===== src/rtl/siso_frame_ctrl.sv =====
// Framed serial transmit sequencer: start bit, DATA_W data bits, optional even parity, stop bit.
// Optional parity bit between data and stop is enabled by defining SISO_FRAME_PARITY_EN.
module siso_frame_ctrl #(
  parameter int DATA_W       = 8,
  parameter int CLKS_PER_BIT = 4,
  parameter int MSB_FIRST    = 0
) (
  input  logic              i_clk,
  input  logic              i_rst,
  input  logic [DATA_W-1:0] i_data,
  input  logic              i_valid,
  output logic              o_ready,
  output logic              o_serial_out,
  output logic              o_bit_strobe,
  output logic              o_busy,
  output logic              o_done
);

  localparam int CW = (CLKS_PER_BIT > 1) ? $clog2(CLKS_PER_BIT) : 1;
  localparam int BW = (DATA_W > 1) ? $clog2(DATA_W) : 1;
  localparam logic [CW-1:0] CLK_LAST = CW'(CLKS_PER_BIT - 1);
  localparam logic [BW-1:0] BIT_LAST = BW'(DATA_W - 1);

`ifdef SISO_FRAME_PARITY_EN
  typedef enum logic [2:0] {S_IDLE, S_START, S_DATA, S_PARITY, S_STOP} state_t;
`else
  typedef enum logic [2:0] {S_IDLE, S_START, S_DATA, S_STOP} state_t;
`endif

  state_t            r_state, w_state_nxt;
  logic [CW-1:0]     r_clk_cnt, w_clk_nxt;
  logic [BW-1:0]     r_bit_cnt, w_bit_nxt;
  logic [DATA_W-1:0] r_shreg, w_shreg_nxt;
  logic              w_last;
  logic              w_done_nxt;
  logic              w_serial_nxt;
  logic              w_strobe_nxt;
  logic              w_edge_nxt;
  logic              r_ready, r_serial, r_strobe, r_busy, r_done;
`ifdef SISO_FRAME_PARITY_EN
  logic              r_parity, w_parity_nxt;
`endif

  assign w_last = (r_clk_cnt == CLK_LAST);

  always_comb begin
    w_state_nxt = r_state;
    w_bit_nxt   = r_bit_cnt;
    w_shreg_nxt = r_shreg;
    w_done_nxt  = 1'b0;
    w_clk_nxt   = (r_state == S_IDLE || w_last) ? '0 : r_clk_cnt + CW'(1);
`ifdef SISO_FRAME_PARITY_EN
    w_parity_nxt = r_parity;
`endif
    case (r_state)
      S_IDLE: begin
        if (i_valid) begin
          w_state_nxt = S_START;
          w_bit_nxt   = '0;
          w_shreg_nxt = i_data;
`ifdef SISO_FRAME_PARITY_EN
          w_parity_nxt = ^i_data;
`endif
        end
      end
      S_START: if (w_last) w_state_nxt = S_DATA;
      S_DATA: begin
        if (w_last) begin
          w_shreg_nxt = (MSB_FIRST != 0) ? {r_shreg[DATA_W-2:0], 1'b0}
                                         : {1'b0, r_shreg[DATA_W-1:1]};
          if (r_bit_cnt == BIT_LAST) begin
            w_bit_nxt = '0;
`ifdef SISO_FRAME_PARITY_EN
            w_state_nxt = S_PARITY;
`else
            w_state_nxt = S_STOP;
`endif
          end else begin
            w_bit_nxt = r_bit_cnt + BW'(1);
          end
        end
      end
`ifdef SISO_FRAME_PARITY_EN
      S_PARITY: if (w_last) w_state_nxt = S_STOP;
`endif
      S_STOP: begin
        if (w_last) begin
          w_state_nxt = S_IDLE;
          w_done_nxt  = 1'b1;
        end
      end
      default: w_state_nxt = S_IDLE;
    endcase
  end

  // Outputs are decoded from next-state values so every port comes straight from a flop.
  always_comb begin
    w_edge_nxt   = (MSB_FIRST != 0) ? w_shreg_nxt[DATA_W-1] : w_shreg_nxt[0];
    w_strobe_nxt = (w_state_nxt != S_IDLE) && (w_clk_nxt == '0);
    case (w_state_nxt)
      S_START:  w_serial_nxt = 1'b0;
      S_DATA:   w_serial_nxt = w_edge_nxt;
`ifdef SISO_FRAME_PARITY_EN
      S_PARITY: w_serial_nxt = w_parity_nxt;
`endif
      default:  w_serial_nxt = 1'b1;
    endcase
  end

  always_ff @(posedge i_clk) begin
    if (i_rst) begin
      r_state   <= S_IDLE;
      r_clk_cnt <= '0;
      r_bit_cnt <= '0;
      r_shreg   <= '0;
      r_ready   <= 1'b1;
      r_serial  <= 1'b1;
      r_strobe  <= 1'b0;
      r_busy    <= 1'b0;
      r_done    <= 1'b0;
`ifdef SISO_FRAME_PARITY_EN
      r_parity  <= 1'b0;
`endif
    end else begin
      r_state   <= w_state_nxt;
      r_clk_cnt <= w_clk_nxt;
      r_bit_cnt <= w_bit_nxt;
      r_shreg   <= w_shreg_nxt;
      r_ready   <= (w_state_nxt == S_IDLE);
      r_serial  <= w_serial_nxt;
      r_strobe  <= w_strobe_nxt;
      r_busy    <= (w_state_nxt != S_IDLE);
      r_done    <= w_done_nxt;
`ifdef SISO_FRAME_PARITY_EN
      r_parity  <= w_parity_nxt;
`endif
    end
  end

  assign o_ready      = r_ready;
  assign o_serial_out = r_serial;
  assign o_bit_strobe = r_strobe;
  assign o_busy       = r_busy;
  assign o_done       = r_done;

endmodule


===== config.mk =====
export PLATFORM = sky130hd
export DESIGN_NAME = siso_frame_ctrl
export DESIGN_NICKNAME = d
export VERILOG_FILES = /design/src/rtl/siso_frame_ctrl.sv
export SDC_FILE = /design/constraint.sdc
export NUM_CORES = 1
export LEC_CHECK = 0
export ABC_CLOCK_PERIOD_IN_PS = 2150
export CORE_MARGIN = 2
export CORE_UTILIZATION = 49
export CTS_CLUSTER_DIAMETER = 150
export CTS_CLUSTER_SIZE = 28
export DETAILED_ROUTE_END_ITERATION = 16
export GPL_TIMING_DRIVEN = 1
export PLACE_DENSITY = 0.83
export SLEW_MARGIN = 20
export SYNTH_ARGS = -nofsm -noshare
export SYNTH_HDL_FRONTEND = slang
export SYNTH_SLANG_ARGS = --single-unit
export TNS_END_PERCENT = 100

===== constraint.sdc =====
create_clock -name i_clk -period 2.15 [get_ports i_clk]
set_clock_uncertainty 0.1 [all_clocks]
set_input_delay 0.43 -clock i_clk [delete_from_list [all_inputs] [get_ports i_clk]]
set_output_delay 0.43 -clock i_clk [all_outputs]
set_load 0.02 [all_outputs]

After elaboration in Yosys (flattened, before gate mapping) --
Index checks and enable logic that the tools add are counted.
Cells by class: add/subtract/negate cells 2, eq/ne operators 9, multiplexer cells 16, bitwise operators 1, reductions and logical operators 9
Operator list (count):
- 2-to-1 mux 3 bit | 8
- 2-to-1 mux 8 bit | 2
- one-hot mux 8 bit (2 select lines) | 1
- one-hot mux 3 bit (4 select lines) | 1
- equality test 3 x 2 -> 1 bit, second input constant | 3
- equality test 3 x 1 -> 1 bit, second input constant | 2
- logical NOT 3 bit | 2
- one-hot mux 3 bit (2 select lines) | 1
- inequality test 2 bit, second input constant | 2
- adder 3 x 1 -> 3 bit, second input constant | 1
- equality test 3 bit, second input constant | 1
- AND reduction 3 bit | 1
- nonzero test 3 bit | 1
- adder 2 x 1 -> 2 bit, second input constant | 1
- equality test 2 bit, second input constant | 1
- logical NOT 2 bit | 1
- 2-to-1 mux 2 bit | 1
- one-hot mux 1 bit (2 select lines) | 1
- nonzero test 2 bit | 1
- OR reduction 2 bit | 1
- logical AND 1 bit | 1
- logical OR 1 bit | 1
- 2-to-1 mux 1 bit | 1
- inverter 1 bit | 1
Word-level totals: flip-flop bits (word level) 21, input bits 11, output and inout bits 5, logic and storage cells 47

Depth between registers and ports, before layout --
Gate-level depths: netlist (run 1).
depth after elaboration 6, gate-level depth with buffers 6, depth with buffers taken out 6

Worst setup path before layout (run 1) --
No wires, ideal clock.
path kind reg2reg, start point register r_bit_cnt[0], end point register r_serial, in the netlist o_serial_out, library setup time 0.074 ns, data arrival time 1.331 ns, path slack 0.645 ns, cell stages (with the launch flop) 7, buffers on the path 0, period minus slack after synthesis 1.505 ns, cells stage by stage dfxtp_1 > ha_1 > ha_1 > and3_1 > o31ai_1 > nor4b_1 > a31oi_1
On the way: cells in the longest elaborated chain, start to end 6, elaborated cells on any way between the ends 7, classes of those cells eq/ne (3); mux (4)
Ends and longest elaborated chain:
- start, declared | RTL line 32 | logic [BW-1:0] r_bit_cnt, w_bit_nxt;
- start signal, assigned | RTL line 127 | r_bit_cnt <= w_bit_nxt;
- equality test 3 bit * | RTL line 71 | if (r_bit_cnt == BIT_LAST) begin
- 2-to-1 mux 3 bit * | RTL line 71
- 2-to-1 mux 3 bit * | RTL line 68 | if (w_last) begin
- one-hot mux 3 bit (4 select lines) * | RTL line 55 | case (r_state)
- equality test 3 x 2 -> 1 bit / equality test 3 x 1 -> 1 bit (equally long branches) | RTL line 100 | case (w_state_nxt)
- one-hot mux 1 bit (2 select lines) * | RTL line 100
- end signal, assigned | RTL line 130 | r_serial <= w_serial_nxt;
- end, declared | RTL line 39 | logic r_ready, r_serial, r_strobe, r_busy, r_done;
Mark *: on every way between the ends. The rest lies on a longest branch, timed or not. A chain may end at the register's enable or synchronous reset.

Worst setup path after layout (run 1) --
start point register r_strobe, in the netlist o_bit_strobe, end point output o_bit_strobe
RTL lines:
- start, declared | RTL line 39
- start signal, assigned | RTL line 131 | r_strobe <= w_strobe_nxt;
- end, declared | RTL line 14 | output logic o_bit_strobe,
No word-level cell between the ends.

==> results of run 1 <==
worst max-delay path by stage:
stage | start | to | slack, ns | cells after the start
floorplan | r_bit_cnt[0]$_SDFFE_PP0P_ | o_serial_out$_SDFF_PP1_ | 0.65 | 6
global placement | i_valid | o_serial_out$_SDFF_PP1_ | 0.28 | 5
detailed placement | i_valid | o_serial_out$_SDFF_PP1_ | 0.19 | 5
CTS | o_bit_strobe$_SDFF_PP0_ | o_bit_strobe | 0.38 | 1
global route | r_state[2]$_SDFF_PP0_ | o_serial_out$_SDFF_PP1_ | 0.27 | 4
finish | o_bit_strobe$_SDFF_PP0_ | o_bit_strobe | 0.40 | 1
final cells by class:
type	count	area share, %
Multi-Input combinational cell	63	37.4
Inverter	2	0.698
Clock buffer	4	2.44
Timing Repair Buffer	20	17.5
Tap cell	25	2.91
Sequential cell	21	39.1
logic make-up (layout without fill, tap and decap cells):
kind of cell / after synthesis / count (layout) / share of synthesized area, %
flip-flops: 21 / 21 / 48.1
AND/OR/NAND/NOR: 35 / 35 / 23.2
XOR/XNOR: 1 / 1 / 1.00
AO/OA/AOI/OAI: 23 / 23 / 17.0
buffers and inverters: 9 / 26 / 6.01
other: 1 / 1 / 0.429
adder cells (fa/ha/maj): 3 / 3 / 4.29
Yosys cell counts:
cell type,instances,area (um2)
a31oi_1,1,6.26
xnor2_1,1,8.76
a21oi_1,10,50.1
nor2b_1,3,18.8
a222oi_1,1,10.0
clkbuf_1,2,7.51
nand2_1,10,37.5
nand4_1,3,18.8
o31ai_1,1,7.51
nor3_1,5,25.0
nor2_1,6,22.5
buf_2,3,15.0
dfxtp_1,21,420
nor4b_1,2,17.5
and3_1,1,6.26
nor2_4,1,11.3
nor4bb_1,1,10.0
a31o_1,1,8.76
inv_1,2,7.51
nand3_1,1,5.00
ha_1,3,37.5
a22oi_1,7,52.6
o21ai_0,1,5.00
nor4b_4,1,23.8
nor4_1,1,6.26
o311ai_1,1,8.76
buf_6,2,22.5
conb_1,1,3.75
placed cells by master (no fill, tap or decap), drive strengths merged:
cell,count
a21oi,10
a222oi,1
a22oi,7
a31o,1
a31oi,1
and3,1
buf,5
clkbuf,4
clkdlybuf4s50,15
conb,1
dfxtp,21
ha,3
inv,2
nand2,10
nand3,1
nand4,3
nor2,7
nor2b,3
nor3,5
nor4,1
nor4b,3
nor4bb,1
o21ai,1
o311ai,1
o31ai,1
xnor2,1
registers in the layout (all words and copies together) (netlist names):
| signal | count |
|---|---|
| r_state | 3 |
| o_serial_out | 1 |
| o_bit_strobe | 1 |
| o_busy | 1 |
| o_ready | 1 |
| r_shreg | 8 |
| o_done | 1 |
| r_clk_cnt | 2 |
| r_bit_cnt | 3 |
worst min-delay path, cell delays in order (launching register included):
cell and delay [ns]:
dfxtp_1 0.33, nand2_1 0.05, a21oi_1 0.05
per-layer routing:
metal	global-route usage (%)	vias to the layer above	share of wire (%)
met1	22.3	326	44
met3	2.35	4	3.9
li1	-	369	-
met4	8.57	0	1.7
met2	28.3	18	50
met5	0	-	0
power breakdown:
| part | leakage (nW) | switching (mW) | total [mW] | internal (mW) |
|---|---|---|---|---|
| combinational | 0.217 | 0.0337 | 0.0744 | 0.0407 |
| clock | 0.0150 | 0.110 | 0.182 | 0.0722 |
| sequential | 0.171 | 0.0104 | 0.413 | 0.403 |
| total | 0.404 | 0.154 | 0.670 | 0.516 |
==> impl_results.md, run 1 <==
- Pleak: 0.404 nW
- Hpwl dp: 1230 um
- Critical-path cell list: clkdlybuf4s50_1
- Netlist cell types: 28
- Post-CTS Resized: 0
- Fraction of layout instances using a drive strength above 1: 9.09%
- Critical Path AT: 1.22 ns
- Crit path max-delay cell type: clkdlybuf4s50_1
- WP buf/inv: 1
- Sequential cell area fraction in the yosys report: 48.1%
- Post-CTS Setup Bufs: 0
- Post-layout nets: 125
- Site row count: 15
- Clock Path Buffers: 2
- I/O pin count: 16
- Synth-to-Final Area Change: 22.9%
- N_diodes: 0
- Core ar.: 0.00171 mm2
- Hold wc startpoint: r_shreg[3]$_SDFFE_PP0P_
- Largest net degree at the start of global routing: 12
- CTS root buf: clkbuf_4
- Design area: 0.00107 mm2
- Setup crit end kind: output port
- Port bufs: 15
- Initial DRC count: 18
- Clk slew on worst S/H paths: 0.11 ns
- Max_cap viols: 0
- Antenna violations before repair: 0
- Final Setup Violations: 0
- Vias: 717
- Placer Congestion: 0.912
- Max stage delay on crit path: 0.59 ns
- # fillers: 155
- Setup WS pre-CTS: 0.189 ns
- Syn Inst Count: 93
- Power per standard cell area: 623 mW/mm2
- Min cycle time layout: 1.75 ns
- Yosys reg bits: 21
- Clock Latency Late Sink: 0.29 ns
- Vias in the first global route: 631
- R2r endpoint: o_serial_out$_SDFF_PP1_
- Worst-path maximum fanout: 1
- Startpoint Class: flop
- Hold Crit Class: reg -> reg
- Worst r2r path cells: 6
- Clock net sink count: 21
- Flop-to-flop setup slack: 0.44 ns
- Final hold vios: 0
- Full die area: 0.00214 mm2
- Req. time, crit path: 1.62 ns
- Placed insts: 131
- Tot GR Track Use: 17.4%
- DRC errors left: 0
- Post-synthesis cell area: 875 um2
- Syn_nets: 107
- Unrepaired setup endpoints after global routing: false
- Hold_ws: 0.359 ns
- Max VDD drop: 442 uV
- CTS tree: done
- Post-Place Cell Area: 0.00105 mm2
- Status: finished clean
- Util after Layout: 62.9%
- Vias/cell: 5.31
- TNS Setup: 0 ns
- DRT Pass-1 Iters: 4
- Die X: 46.2 um
- WL/cell: 12.0 um
- Synthesis Warnings: 0
- Crit-path leading delay family: buffers and inverters
- ANT nets after route: 0
- Reg2reg start: r_bit_cnt[0]$_SDFFE_PP0P_
- Register area: 420 um2
- Post-Route WL: 1620 um
- Starting Density: 51.2%
- Height of the die: 46.2 um
- GRT overflow: 0
- H-Tree Level Count: 1
- # hold bufs at CTS: 0
- Final Instance Count excl. Fillers: 135
- First-pass GRT wire length: 2660 um
- Kind of critical path: reg -> out
- Mean Syn Cell Area: 9.40 um2
- Overall power: 0.670 mW
- Hold path cells: 2
- Multi-input gate area: 402 um2
- Slew Limit Fails: 0
- Final setup margin: 0.401 ns
- Crit share post-route: 81.4%
- Max Clock Freq: 572 MHz
- Hold Path End: r_shreg[3]$_SDFFE_PP0P_
- CTS Buf Count: 3
Power figures use the tool's default switching activity.
==> run 2: changes to the inputs <==
--- a/config.mk
+++ b/config.mk
@@ -5,14 +5,14 @@
 export SDC_FILE = /design/constraint.sdc
 export NUM_CORES = 1
 export LEC_CHECK = 0
-export ABC_CLOCK_PERIOD_IN_PS = 2150
+export ABC_CLOCK_PERIOD_IN_PS = 1420
 export CORE_MARGIN = 2
-export CORE_UTILIZATION = 49
+export CORE_UTILIZATION = 44
 export CTS_CLUSTER_DIAMETER = 150
 export CTS_CLUSTER_SIZE = 28
 export DETAILED_ROUTE_END_ITERATION = 16
 export GPL_TIMING_DRIVEN = 1
-export PLACE_DENSITY = 0.83
+export PLACE_DENSITY = 0.8
 export SLEW_MARGIN = 20
 export SYNTH_ARGS = -nofsm -noshare
 export SYNTH_HDL_FRONTEND = slang
==> constraint.sdc (replaced) <==
create_clock -name i_clk -period 1.42 [get_ports i_clk]
set_clock_uncertainty 0.1 [all_clocks]
set_input_delay 0.284 -clock i_clk [delete_from_list [all_inputs] [get_ports i_clk]]
set_output_delay 0.284 -clock i_clk [all_outputs]
set_load 0.02 [all_outputs]
==> impl_results.md, run 2 (synthesis gave the netlist of run 1 again) <==
- Pleak: 0.519 nW
- Hold Crit Class: in -> reg
- # hold bufs at CTS: 0
- N_diodes: 0
- Commonest non-fill, non-tap cell in the layout: buf_4
- Worst-path maximum fanout: 2
- Crit path max-delay cell type: dfxtp_2
- Clock Path Buffers: 2
- Max Clock Freq: 648 MHz
- GRT met2 Usage: 35.4%
- Critical-path cell list: ha_4 > ha_4 > and3_4 > o31ai_4 > buf_4 > a31oi_1
- Final setup margin: -0.123 ns
- Max VDD drop: 659 uV
- Slew Limit Fails: 0
- Placed insts: 147
- Port bufs: 15
- Clock net sink count: 21
- Crit share post-route: 109%
- GRT overflow: 0
- Unrepaired setup endpoints after global routing: true
- Setup crit end kind: flop
- Biggest regs: r_shreg (8), r_bit_cnt (3), r_state (3)
- Vias/cell: 5.21
- CTS tree: done
- Synth-to-Final Area Change: 59.4%
- Reg2reg start: r_bit_cnt[1]$_SDFFE_PP0P_
- Max reg flops: 8
- Clk slew on worst S/H paths: 0.12 ns
- Critical Path AT: 1.62 ns
- Final Setup Violations: 3
- Vias: 797
- ANT nets after route: 0
- WP buf/inv: 1
- GR Util met3: 4.01%
- Most frequent cells in the layout: buf_4, dfxtp_1, clkdlybuf4s50_1
- CTS root buf: clkbuf_4
- Req. time, crit path: 1.49 ns
- Startpoint Class: flop
- Fraction of layout instances using a drive strength above 1: 46.0%
- Die X: 48.6 um
- Power per standard cell area: 774 mW/mm2
- Final hold vios: 0
- CTS Buf Count: 3
- Hold wc startpoint: i_valid
- H-Tree Level Count: 1
- Antenna violations before repair: 0
- I/O pin count: 16
- Post-layout nets: 141
- Overall power: 1.08 mW
- Largest net degree at the start of global routing: 13
- Hpwl dp: 1390 um
- Min cycle time layout: 1.54 ns
- Largest Register: r_shreg
- Hold_ws: 0.319 ns
- Core ar.: 0.00192 mm2
- Height of the die: 48.6 um
- DRT Pass-1 Iters: 5
- Full die area: 0.00236 mm2
- Final Instance Count excl. Fillers: 153
- Max stage delay on crit path: 0.35 ns
- Initial DRC count: 12
- Crit-path leading delay family: flip-flops
- CP Launch Point: r_bit_cnt[1]$_SDFFE_PP0P_
- Max_cap viols: 0
- Vias in the first global route: 837
- Violated checks: setup timing
- Starting Density: 45.5%
- Site row count: 16
- WL/cell: 13.1 um
- DRC errors left: 0
- Tot GR Track Use: 18.7%
- Status: finished, violations left
- Placer Congestion: 0.811
- Post-Route WL: 2000 um
- Kind of critical path: reg -> reg
- Met1 usage: 18.7%
- First-pass GRT wire length: 3430 um
- Cell mode on critical path: ha_4
- GRT busiest layer: met2
- Clock Latency Late Sink: 0.30 ns
## run 2: cell types whose count changed in the layout (fill, tap and decap cells not counted), moves of 4 or more
| cell | delta |
|---|---|
| dfxtp_1 | -6 |
| dfxtp_2 | +4 |
| buf_4 | +11 |
| a22oi_1 | -7 |
| a22oi_2 | +7 |
| a21oi_1 | -6 |
| a21oi_2 | +5 |
| clkdlybuf4s50_1 | -6 |
| dlygate4sd2_1 | +4 |
## run 2: stage by stage
step	util (%)	worst slack, ns	area [um2]	TNS (ns)
global placement	64.4	-0.328	1240	-3.38
finish	72.5	-0.123	1390	-0.155
CTS	69.5	-0.0806	1340	-0.372
global route	72.5	-0.162	1390	-0.832
detailed placement	64.4	-0.370	1240	-3.73
floorplan	-	-0.0106	943	-0.0106
## run 2: path summary, 6_finish.rpt
path | end | slack [ns] | cells after the start
worst max-delay path | o_serial_out$_SDFF_PP1_ | -0.12 | 6
worst min-delay path | o_ready$_SDFF_PP1_ | 0.32 | 3
worst max register to register | o_serial_out$_SDFF_PP1_ | -0.12 | 6
worst min register to register | r_shreg[3]$_SDFFE_PP0P_ | 0.38 | 2
## run 2: per-layer routing
layer | share of wire (%) | routed length, um
met2 | 51 | 1020
met4 | 0.90 | 18
met5 | 0 | 0
met1 | 44 | 882
met3 | 3.9 | 78
## run 2: power by group
part	switching, mW	internal (mW)	leakage (nW)
Sequential	0.0171	0.609	0.174
Clock	0.180	0.105	0.0177
Combinational	0.0753	0.0926	0.327
## run 2: what timing repair did
action,CTS,global route
pin swaps,18,10
gates resized for setup,19,18
gates cloned,1,0
setup buffers,1,0
endpoints found under the setup margin,17,14
## run 2: worst register-to-register path, stage by stage, from the launching register on
cell and delay [ns]:
dfxtp_2 0.35, ha_4 0.16, ha_4 0.15, and3_4 0.16, o31ai_4 0.23, buf_4 0.17, a31oi_1 0.10
## run 2: cell type report
| class | instances | area [um2] |
|---|---|---|
| multi-input cells | 64 | 571 |
| fillers | 149 | 528 |
| flip-flops and latches | 21 | 433 |
| repair buffers | 35 | 322 |
| well taps | 27 | 33.8 |
| clock buffers | 3 | 22.5 |
| inverters | 2 | 7.51 |
| clock inverters | 1 | 5.00 |
==> run 3: changes to the inputs <==
--- a/config.mk
+++ b/config.mk
@@ -5,14 +5,17 @@
 export SDC_FILE = /design/constraint.sdc
 export NUM_CORES = 1
 export LEC_CHECK = 0
+export ABC_AREA = 1
 export ABC_CLOCK_PERIOD_IN_PS = 1420
+export CAP_MARGIN = 20
 export CORE_MARGIN = 2
-export CORE_UTILIZATION = 44
+export CORE_UTILIZATION = 46
 export CTS_CLUSTER_DIAMETER = 150
 export CTS_CLUSTER_SIZE = 28
 export DETAILED_ROUTE_END_ITERATION = 16
 export GPL_TIMING_DRIVEN = 1
-export PLACE_DENSITY = 0.8
+export PLACE_DENSITY = 0.81
+export SKIP_CTS_REPAIR_TIMING = 1
 export SLEW_MARGIN = 20
 export SYNTH_ARGS = -nofsm -noshare
 export SYNTH_HDL_FRONTEND = slang
==> impl_results.md, run 3 <==
- Height of the die: 50.4 um
- Vias in the first global route: 809
- Max reg flops: 8
- Synth-to-Final Area Change: 32.9%
- TNS Setup: 0 ns
- Biggest regs: r_shreg (8), r_bit_cnt (3), r_state (3)
- Status: finished clean
- Yosys reg bits: 21
- Hpwl dp: 1380 um
- Commonest non-fill, non-tap cell in the layout: nand2_1
- Starting Density: 49.6%
- H-Tree Level Count: 1
- WL/cell: 10.8 um
- Antenna violations before repair: 0
- Yosys top cell by area: dfxtp_1
- Final setup margin: 0.0415 ns
- ANT nets after route: 0
- Setup crit end kind: flop
- Flop-to-flop setup slack: 0.04 ns
- EDFF count, synth: 0
- Final hold vios: 0
- Tot GR Track Use: 16.0%
- DRC errors left: 0
- Post-Route WL: 1980 um
- Pleak: 0.681 nW
- Power per standard cell area: 834 mW/mm2
- CTS tree: done
- Worst-path maximum fanout: 7
- Syn_nets: 148
- Post-synthesis cell area: 992 um2
- Slew Limit Fails: 0
- CTS Buf Count: 3
- CTS root buf: clkbuf_4
- Hold_ws: 0.370 ns
- Setup WS pre-CTS: -0.131 ns
- Startpoint Class: flop
- Site row count: 16
- Mean Syn Cell Area: 7.40 um2
- First-pass GRT wire length: 3180 um
- Fraction of layout instances using a drive strength above 1: 25.5%
- Final Setup Violations: 0
- Vias/cell: 4.82
- Top FF cell, synth: dfxtp_1
- Largest net degree at the start of global routing: 13
- I/O pin count: 16
- Post-layout nets: 172
- Most common cell in the netlist: nand2_1
- Area contributors post-synth: dfxtp_1, nand2_1, inv_1
- Cell mode on critical path: inv_1
- Asr flop ratio synth: 0%
- Initial DRC count: 13
- Min cycle time layout: 1.38 ns
- Clock net sink count: 21
- Most frequent cells in the layout: nand2_1, inv_1, dfxtp_1
- Core ar.: 0.00200 mm2
- Die X: 50.4 um
- Full die area: 0.00254 mm2
- Req. time, crit path: 1.54 ns
- Max Clock Freq: 725 MHz
- DRT Pass-1 Iters: 4
- Netlist cell types: 21
- N_diodes: 0
- Syn Inst Count: 134
- Crit share post-route: 97.1%
- Critical Path AT: 1.50 ns
- Post-Place Cell Area: 0.00121 mm2
- Clock Path Buffers: 2
- Largest Register: r_shreg
- Sequential cell area fraction in the yosys report: 42.4%
- Max stage delay on crit path: 0.37 ns
- Top cells by count, synth: nand2_1, dfxtp_1, inv_1, nor2_1, o21ai_0
- Kind of critical path: reg -> reg
- Clk slew on worst S/H paths: 0.12 ns
- Max_cap viols: 0
- Critical-path cell list: ha_4 > nand3_1 > nand3b_1 > inv_1 > nand2_1 > inv_1 > nor2_4 > inv_1
- # fillers: 163
- GRT overflow: 0
- Port bufs: 15
- Hold Crit Class: reg -> reg
- Clock Latency Late Sink: 0.30 ns
- Synthesis Warnings: 0
- Design area: 0.00132 mm2
- Vias: 886
- Max VDD drop: 871 uV
- Unrepaired setup endpoints after global routing: true
- Crit path max-delay cell type: dfxtp_2
- Yosys top cell area share: 42.4%
- Placer Congestion: 0.871
==> run 3: changes by cell type after synthesis, moves of 2 or more <==
cell     delta
nand2_1    +33
inv_1      +17
a22oi_1     -7
a21oi_2     +6
o21ai_0     +6
a21oi_1     -5
nand3_1     +5
buf_2       -3
nand4_1     -3
nor2b_1     -3
buf_6       -2
inv_2       +2
nor2_8      +2
nor4b_1     -2
==> run 3: critical path: cells and delay by family, from the launching register on <==
kind / cells / cell delay (ns)
buf+inv: 3 / 0.20
simple gates: 4 / 0.44
fa+ha+maj: 1 / 0.17
flops: 1 / 0.37
==> run 3: path summary, 6_finish.rpt <==
kind                            from                       to  depth (start not counted)
max          r_clk_cnt[0]$_SDFF_PP0_        o_busy$_SDFF_PP0_                          8
min          r_shreg[7]$_SDFFE_PP0P_  r_shreg[7]$_SDFFE_PP0P_                          2
max reg2reg  r_clk_cnt[0]$_SDFF_PP0_        o_busy$_SDFF_PP0_                          8
min reg2reg  r_shreg[7]$_SDFFE_PP0P_  r_shreg[7]$_SDFFE_PP0P_                          2
==> run 3: layout make-up <==
type | instances | area (um2) | area share [%]
clock inverters | 1 | 5.00 | 0.380
inverters | 22 | 87.6 | 6.64
clock buffers | 3 | 22.5 | 1.71
well taps | 27 | 33.8 | 2.56
repair buffers | 20 | 200 | 15.2
flip-flops and latches | 21 | 429 | 32.5
multi-input cells | 90 | 541 | 41.0
==> run 3: per-stage QoR <==
step	power (mW)	cells	utilization [%]
after floorplan	0.740	134	-
after global placement	0.804	180	60.4
after detailed placement	0.809	180	60.4
after CTS	1.09	184	61.8
after global routing	1.16	184	65.9
final	1.10	184	65.9
==> run 3: layer usage <==
metal  share of wire (%)  GRT usage (%)  wire (um)  up-vias
li1                    -              -          -      466
met1                  46           19.5        901      402
met2                  50           27.2        981       16
met3                 3.9           4.17         78        2
met4                0.96           5.86         19        0
met5                   0              0          0        -
==> run 3: cells by family (layout without fill, tap and decap cells) <==
family | Yosys count | in the layout | synth area share, %
AOI/OAI and AO/OA | 19 | 19 | 11.9
adders and majority gates | 3 | 3 | 3.78
buffers and inverters | 23 | 46 | 8.95
DFF | 21 | 21 | 42.4
other | 1 | 1 | 0.378
and+or+nand+nor | 67 | 67 | 32.7
==> run 3: where the power goes <==
part,total (mW),internal [mW],switching [mW],leakage [nW]
sequential,0.642,0.621,0.0207,0.175
clock,0.288,0.105,0.183,0.0177
combinational,0.170,0.0821,0.0880,0.489
